[config.mk]
export PLATFORM = sky130hd
export DESIGN_NAME = id_ex_stage_reg
export DESIGN_NICKNAME = d
export VERILOG_FILES = /design/src/rtl/id_ex_stage_reg.sv
export SDC_FILE = /design/constraint.sdc
export NUM_CORES = 1
export LEC_CHECK = 0
export CORE_AREA = 2 2 133 135
export DETAILED_ROUTE_END_ITERATION = 10
export DIE_AREA = 0 0 135 137
export PLACE_DENSITY = 0.8
export SETUP_SLACK_MARGIN = 0.02
export SYNTH_ARGS = -nofsm -noshare
export SYNTH_HDL_FRONTEND = slang
export SYNTH_SLANG_ARGS = --single-unit
export TNS_END_PERCENT = 10
[constraint.sdc]
create_clock -name clk -period 2.4 [get_ports clk]
set_input_delay 0.36 -clock clk [delete_from_list [all_inputs] [get_ports clk]]
set_output_delay 0.36 -clock clk [all_outputs]
set_load 0.05 [all_outputs]
[src/rtl/id_ex_stage_reg.sv]
// ID/EX pipeline register: captures decoded operands/control, holds on stall,
// bubbles on flush, and keeps held operands coherent with write-back.
module id_ex_stage_reg #(
    parameter int DW = 32,
    parameter int RW = 5
) (
    input  logic          clk,
    input  logic          reset,
    input  logic          stall_i,
    input  logic          flush_i,
    input  logic          valid_D_i,
    input  logic [RW-1:0] rs_D_i,
    input  logic [RW-1:0] rt_D_i,
    input  logic [RW-1:0] rd_D_i,
    input  logic [DW-1:0] rs_data_D_i,
    input  logic [DW-1:0] rt_data_D_i,
    input  logic [DW-1:0] imm_ext_D_i,
    input  logic [DW-1:0] pc8_D_i,
    input  logic [2:0]    ALU_ctrl_D_i,
    input  logic          ALU_src_D_i,
    input  logic          reg_dst_D_i,
    input  logic          reg_write_D_i,
    input  logic          mem_write_D_i,
    input  logic          mem_to_reg_D_i,
    input  logic          wb_we_W_i,
    input  logic [RW-1:0] wb_addr_W_i,
    input  logic [DW-1:0] wb_data_W_i,
    output logic          valid_E_o,
    output logic [DW-1:0] ALU_srca_E_o,
    output logic [DW-1:0] ALU_srcb_E_o,
    output logic [2:0]    ALU_ctrl_E_o,
    output logic [DW-1:0] rt_data_E_o,
    output logic [RW-1:0] rs_E_o,
    output logic [RW-1:0] rt_E_o,
    output logic [RW-1:0] write_addr_E_o,
    output logic          reg_write_E_o,
    output logic          mem_write_E_o,
    output logic          mem_to_reg_E_o,
    output logic [DW-1:0] pc8_E_o
);

    logic [DW-1:0] rs_data_q, rt_data_q, imm_q;
    logic          alu_src_q;
    logic [RW-1:0] dst_D;
    logic          wen_D, wb_hit, byp_rs, byp_rt, ref_rs, ref_rt, bubble;

    always_comb begin
        dst_D  = reg_dst_D_i ? rd_D_i : rt_D_i;
        wen_D  = reg_write_D_i && (dst_D != '0);
        // Register 0 is hardwired, so a write-back to it never bypasses.
        wb_hit = wb_we_W_i && (wb_addr_W_i != '0);
        byp_rs = wb_hit && (wb_addr_W_i == rs_D_i);
        byp_rt = wb_hit && (wb_addr_W_i == rt_D_i);
        ref_rs = wb_hit && (wb_addr_W_i == rs_E_o);
        ref_rt = wb_hit && (wb_addr_W_i == rt_E_o);
        // Flush beats stall; an invalid decode slot loads as a bubble.
        bubble = reset || flush_i || (!stall_i && !valid_D_i);
    end

    always_ff @(posedge clk) begin
        if (bubble) begin
            valid_E_o      <= 1'b0;
            rs_data_q      <= '0;
            rt_data_q      <= '0;
            imm_q          <= '0;
            alu_src_q      <= 1'b0;
            ALU_ctrl_E_o   <= 3'b000;
            rs_E_o         <= '0;
            rt_E_o         <= '0;
            write_addr_E_o <= '0;
            reg_write_E_o  <= 1'b0;
            mem_write_E_o  <= 1'b0;
            mem_to_reg_E_o <= 1'b0;
            pc8_E_o        <= '0;
        end else if (stall_i) begin
            // Held instruction must see results retiring while it waits.
            if (ref_rs) rs_data_q <= wb_data_W_i;
            if (ref_rt) rt_data_q <= wb_data_W_i;
        end else begin
            valid_E_o      <= 1'b1;
            rs_data_q      <= byp_rs ? wb_data_W_i : rs_data_D_i;
            rt_data_q      <= byp_rt ? wb_data_W_i : rt_data_D_i;
            imm_q          <= imm_ext_D_i;
            alu_src_q      <= ALU_src_D_i;
            ALU_ctrl_E_o   <= ALU_ctrl_D_i;
            rs_E_o         <= rs_D_i;
            rt_E_o         <= rt_D_i;
            write_addr_E_o <= wen_D ? dst_D : '0;
            reg_write_E_o  <= wen_D;
            mem_write_E_o  <= mem_write_D_i;
            mem_to_reg_E_o <= mem_to_reg_D_i;
            pc8_E_o        <= pc8_D_i;
        end
    end

    assign ALU_srca_E_o = rs_data_q;
    assign ALU_srcb_E_o = alu_src_q ? imm_q : rt_data_q;
    assign rt_data_E_o  = rt_data_q;

endmodule

# After elaboration in Yosys (flattened, before gate mapping)

Cells that the tools add are included.
W data, S select, Z words.

Flip-flop bits (word level): 151
Bits in latches: 0
Bits in writable memories: 0
ROM bits: 0
Memories kept: 0

Add/sub/neg operators: 0
Multipliers: 0
Divide/modulo/power cells: 0
$lt $le $gt $ge: 0
Equal/unequal tests: 6
Shift operators: 0
Muxes and demuxes: 9
Bitwise logic cells: 0
Reductions and logical operators: 13

Operators with widths:

| operator             | count |
|---|---|
| $mux W32             | 7 |
| $eq A5 B5 Y1         | 4 |
| $mux W5              | 2 |
| $reduce_bool A5 Y1   | 2 |
| $logic_and A1 B1 Y1  | 7 |
| $ne A2 B1 Y1 const B | 2 |
| $logic_not A1 Y1     | 2 |
| $logic_or A1 B1 Y1   | 2 |

# Depth between registers and ports, before layout

Word-level depth: 5
Gate-level depth with buffers: 7
Mapped depth without buffers: 5

# Worst setup path after synthesis

Ideal clock, no wire load.

Path type: input to register
From: input wb_addr_W_i[4]
To: register rs_data_q[11], in the netlist ALU_srca_E_o[11]
Library setup time: 0.087 ns
Data arrival time: 1.966 ns
Data required time: 2.313 ns
Slack: 0.347 ns
Cell stages on the path: 7
Path buffers: 2
Path through: buf_2 or4_4 o21a_4 a41oi_4 buf_6 a21oi_1 a221oi_2

Word-level cells in the longest chain between the ends: 5
Elaborated cells on any way between the ends: 9
Classes of those cells: eq/ne: 3; mux: 2; reduce/logical: 4

RTL lines:

| what                 | RTL line | RTL |
|---|---|---|
| start, declared      | 26       | `input logic [RW-1:0] wb_addr_W_i,` |
| $reduce_bool A5 Y1   | 51       | `wb_hit = wb_we_W_i && (wb_addr_W_i != '0);` |
| $logic_and A1 B1 Y1  | 51       |  |
| $logic_and A1 B1 Y1  | 52       | `byp_rs = wb_hit && (wb_addr_W_i == rs_D_i);` |
| $mux W32             | 81       | `rs_data_q <= byp_rs ? wb_data_W_i : rs_data_D_i;` |
| $mux W32             | 75       | `end else if (stall_i) begin` |
| end signal, assigned | 77       | `if (ref_rs) rs_data_q <= wb_data_W_i;` |
| end signal, assigned | 81       |  |
| end, declared        | 42       | `logic [DW-1:0] rs_data_q, rt_data_q, imm_q;` |

Parallel ways exist; a longest one is shown, timed or not.
A chain may end at the register's enable or synchronous reset.

# Final worst setup path

From: input wb_addr_W_i[4]
To: register rs_data_q[2], in the netlist ALU_srca_E_o[2]

Same word-level chain as after synthesis.

==> results.md <==
* Outcome: completed
* Number of iterations in the first detailed-routing pass at 4
* Type of destination of the critical path: flip-flop
* Detailed placer's ending HPWL at 17100 microns
* Clock sink total at 151
* Final hold viol count at 0
* Register-to-register path setup slack at 0.50 ns
* Width of the chip at 135 microns
* Number of synthesized flops with an enable pin at 0
* WP data arrival at approximately 2.6 ns
* Max_slew headroom at 56.2%
* Mapped cell area at 6760 sq um
* Number of global-route vias before repair at 6830
* Footprint of the multi-input gates at 3380 sq um
* Required time reported for the critical path endpoint at 2.71 ns
* Total length of routed wires at 24000 microns
* Switching Share at 27.5%
* Filler cells at between 1000 and 1500
* Clk Latency, worst-skew pair at 0.42 ns
* Max-capacitance violation count at 0
* Worst reg2reg endpoint: ALU_srca_E_o[13]$_SDFFE_PP0P_
* Proportion of power drawn by the clock network at 40.8%
* Number of warnings issued by yosys at 0
* Synthesis-to-finish area growth at 65.4%
* Final Max Slew Viols at 0
* Post-detailed-route count of antenna-violating nets at 0
* Net switching power of the design at 0.00188 W
* Routability-driven placement congestion ratio at around 0.83
* Leakage at 4.39 nW
* PD cells at 614 nW/um^2
* Port Buf Inserts at 343
* Critical-path maximum fanout at 29
* Worst hold path depth at 2
* Portion of total power attributed to sequential cells at between 30% and 40%
* Reg2Reg Depth at 6
* Total routing resource utilization after global routing at 24.8%
* Global-route wire length before repair at 35500 microns
* Netlist cell types at 35
* Pin count of the biggest net entering global routing at 73
* Worst clock skew on the final layout at roughly 0.0085 ns
* Finished Cell Area at roughly 11000 sq um
* Max rail drop VDD at 0.000463 V
* Share of final-layout standard cells stronger than drive strength 1 at 16.3%
* Fmax at 0.444 GHz
* Number of endpoints failing setup at the final stage at 0
* Syn nets at 915
* Average cell area after synthesis at between 9 and 10 sq um
* Total number of vias at 6671
* Sequential cell area fraction in the yosys report at around 45%
* Minimum clock period at 2.25 ns
* Post-CTS repair timing setup buffer count at 0
* Actual transition at the worst max-transition pin at 0.656 ns
* Total internal power at 0.00498 W
* Number of diodes added for antenna fixing at 0
* Clock input transition at the sequential cells of the worst setup and hold paths at 0.06 ns
* Reg-to-reg startpoint: rs_E_o[3]$_SDFFE_PP0N_
* DR iter-0 viols at 222
* Reg area at slightly above 3000 sq um
* Post-synthesis instance total at 721
* Area inside the core boundary at 17100 sq um
* Final critical-path share of the clock period at a little over nine tenths
* FF+latch count, synth at between 150 and 200
* # nets final at 1257
* Placed cell area at 10500 sq um
* Core Rows at 48
* CTS hold repair buffers at 0
* Unrepaired setup endpoints after global routing: no
* Endpoint of the worst hold-timing path: ALU_srca_E_o[17]$_SDFFE_PP0P_
* Most used flip-flop cell after synthesis: sky130_fd_sc_hd__dfxtp_1
* Worst Hold Launch: ALU_srca_E_o[17]$_SDFFE_PP0P_
* Post-cts repair resize count at 0
* Average detailed-routed wire length per instance at 18.5 microns
* Clock Path Buffers at 2
* GRT Residual Overflow at 0
* Clk Tree Root Cell: sky130_fd_sc_hd__clkbuf_16
* TritonCTS clock tree: done
* Drt via density at 5.14
* H-tree depth reported by CTS at 4
* FFs w/ async S/R, synth at 0%
* Starting utilization of the core area at between 30% and 40%
* WS Path Type: in2reg
* Utilization of the core after routing at between 60% and 70%
* Antenna violations before repair at 0
* Count of unresolved DRC violations after routing at 0
* Path category of the worst min-delay check: reg2reg
* IO Count at 344
* Full die area at 18500 sq um
* Combinational group share of total power at 20.7%
* Height of the chip at about 140 microns
* Category of the worst setup path launch point: primary input
* Number of clock buffers inserted by TritonCTS at 17
==> synthesized netlist by cell type, drive strengths merged (4+ instances only) <==
library cell | n | area, sq um
inv | 32 | 120
nand2 | 64 | 240
nor3 | 4 | 20.0
xnor2 | 17 | 149
o21ai | 30 | 161
mux2 | 37 | 417
a221oi | 32 | 455
nor2 | 87 | 327
o211ai | 5 | 37.5
dfxtp | 151 | 3020
a21oi | 94 | 470
buf | 26 | 160
mux2i | 80 | 801
a22oi | 9 | 67.6
clkbuf | 32 | 120
==> sequential cells by signal, summed over array words and instances, names as in the netlist <==
register and flops:
ALU_srca_E_o 32, imm_q 32, pc8_E_o 32, rt_data_E_o 32, rs_E_o 5, rt_E_o 5, write_addr_E_o 5, ALU_ctrl_E_o 3
alu_src_q 1, mem_to_reg_E_o 1, mem_write_E_o 1, reg_write_E_o 1, valid_E_o 1
==> layout make-up <==
class | count | share of cell area [%]
Tap cell | 225 | 2.52
Clock inverter | 12 | 1.58
Inverter | 33 | 1.11
Multi-Input combinational cell | 479 | 30.2
Sequential cell | 151 | 27.1
Timing Repair Buffer | 381 | 33.7
Clock buffer | 18 | 3.84
==> through the flow <==
step / total power (W) / setup slack, ns / instances / hold slack (ns) / TNS (ns)
2_1_floorplan: 0.00343 / 0.347 / 721 / 0.458 / 0
3_3_place_gp: 0.00409 / -0.195 / 1268 / 0.440 / -6.86
3_5_place_dp: 0.00411 / -0.242 / 1268 / 0.450 / -8.79
4_1_cts: 0.00691 / 0.113 / 1298 / 0.464 / 0
5_1_grt: 0.00710 / 0.0328 / 1299 / 0.478 / 0
6_report: 0.00686 / 0.147 / 1299 / 0.464 / 0
==> cell families after synthesis <==
logic type / synth area share, %
AOI/OAI and AO/OA: 19.3
and+or+nand+nor: 9.35
DFF: 44.7
muxes: 18.0
buffers and inverters: 5.98
xor gates and xnor gates: 2.59
==> cell usage in the layout (no fill, tap or decap), types with 4 or more instances in the layout <==
| cell type | netlist | layout |
|---|---|---|
| sky130_fd_sc_hd__a22oi_1 | 9 | 9 |
| sky130_fd_sc_hd__mux2_2 | 37 | 37 |
| sky130_fd_sc_hd__mux2i_1 | 80 | 80 |
| sky130_fd_sc_hd__a221oi_2 | 28 | 28 |
| sky130_fd_sc_hd__o21ai_0 | 28 | 28 |
| sky130_fd_sc_hd__nor2_1 | 87 | 87 |
| sky130_fd_sc_hd__buf_12 | 0 | 9 |
| sky130_fd_sc_hd__clkbuf_16 | 0 | 18 |
| sky130_fd_sc_hd__nand2_1 | 64 | 64 |
| sky130_fd_sc_hd__a21oi_1 | 94 | 94 |
| sky130_fd_sc_hd__bufinv_16 | 0 | 4 |
| sky130_fd_sc_hd__a221oi_1 | 4 | 4 |
| sky130_fd_sc_hd__inv_1 | 32 | 32 |
| sky130_fd_sc_hd__clkdlybuf4s50_1 | 0 | 310 |
| sky130_fd_sc_hd__o211ai_1 | 5 | 5 |
| sky130_fd_sc_hd__buf_4 | 4 | 61 |
| sky130_fd_sc_hd__xnor2_1 | 17 | 17 |
| sky130_fd_sc_hd__nor3_1 | 4 | 4 |
| sky130_fd_sc_hd__dfxtp_1 | 151 | 150 |
==> worst max path at each step <==
stage,cells after the start,to,startpoint,slack [ns]
after global placement,7,ALU_srca_E_o[2]$_SDFFE_PP0P_,wb_addr_W_i[4],-0.20
after detailed placement,7,ALU_srca_E_o[1]$_SDFFE_PP0P_,wb_addr_W_i[4],-0.24
after global routing,7,ALU_srca_E_o[2]$_SDFFE_PP0P_,wb_addr_W_i[4],0.03
final,7,ALU_srca_E_o[2]$_SDFFE_PP0P_,wb_addr_W_i[4],0.15
after CTS,7,ALU_srca_E_o[2]$_SDFFE_PP0P_,wb_addr_W_i[4],0.11
after floorplan,7,ALU_srca_E_o[11]$_SDFFE_PP0P_,wb_addr_W_i[4],0.35
==> per-layer routing <==
metal	GRT usage [%]	share of wire, %	vias to the layer above
met5	0	0	-
met4	9.66	2.5	0
met3	8.41	8.8	43
met2	44.1	50	280
met1	27.3	39	3159
li1	-	-	3189
==> power by group through the flow <==
stage / Clock [W] / Sequential, W / Combinational, W
4_1_cts: 0.00286 / 0.00264 / 0.00142
3_5_place_dp: 0 / 0.00269 / 0.00141
5_1_grt: 0.00295 / 0.00265 / 0.00150
2_1_floorplan: 0 / 0.00291 / 0.000527
6_report: 0.00280 / 0.00264 / 0.00142
3_3_place_gp: 0 / 0.00269 / 0.00140
==> critical path, cell delays in order <==
cell,delay [ns]
sky130_fd_sc_hd__clkdlybuf4s50_1,0.54
sky130_fd_sc_hd__or4_4,0.59
sky130_fd_sc_hd__o21a_4,0.23
sky130_fd_sc_hd__a41oi_4,0.24
sky130_fd_sc_hd__buf_12,0.23
sky130_fd_sc_hd__a21oi_1,0.07
sky130_fd_sc_hd__a221oi_1,0.30
Power figures use the tool's default switching activity.
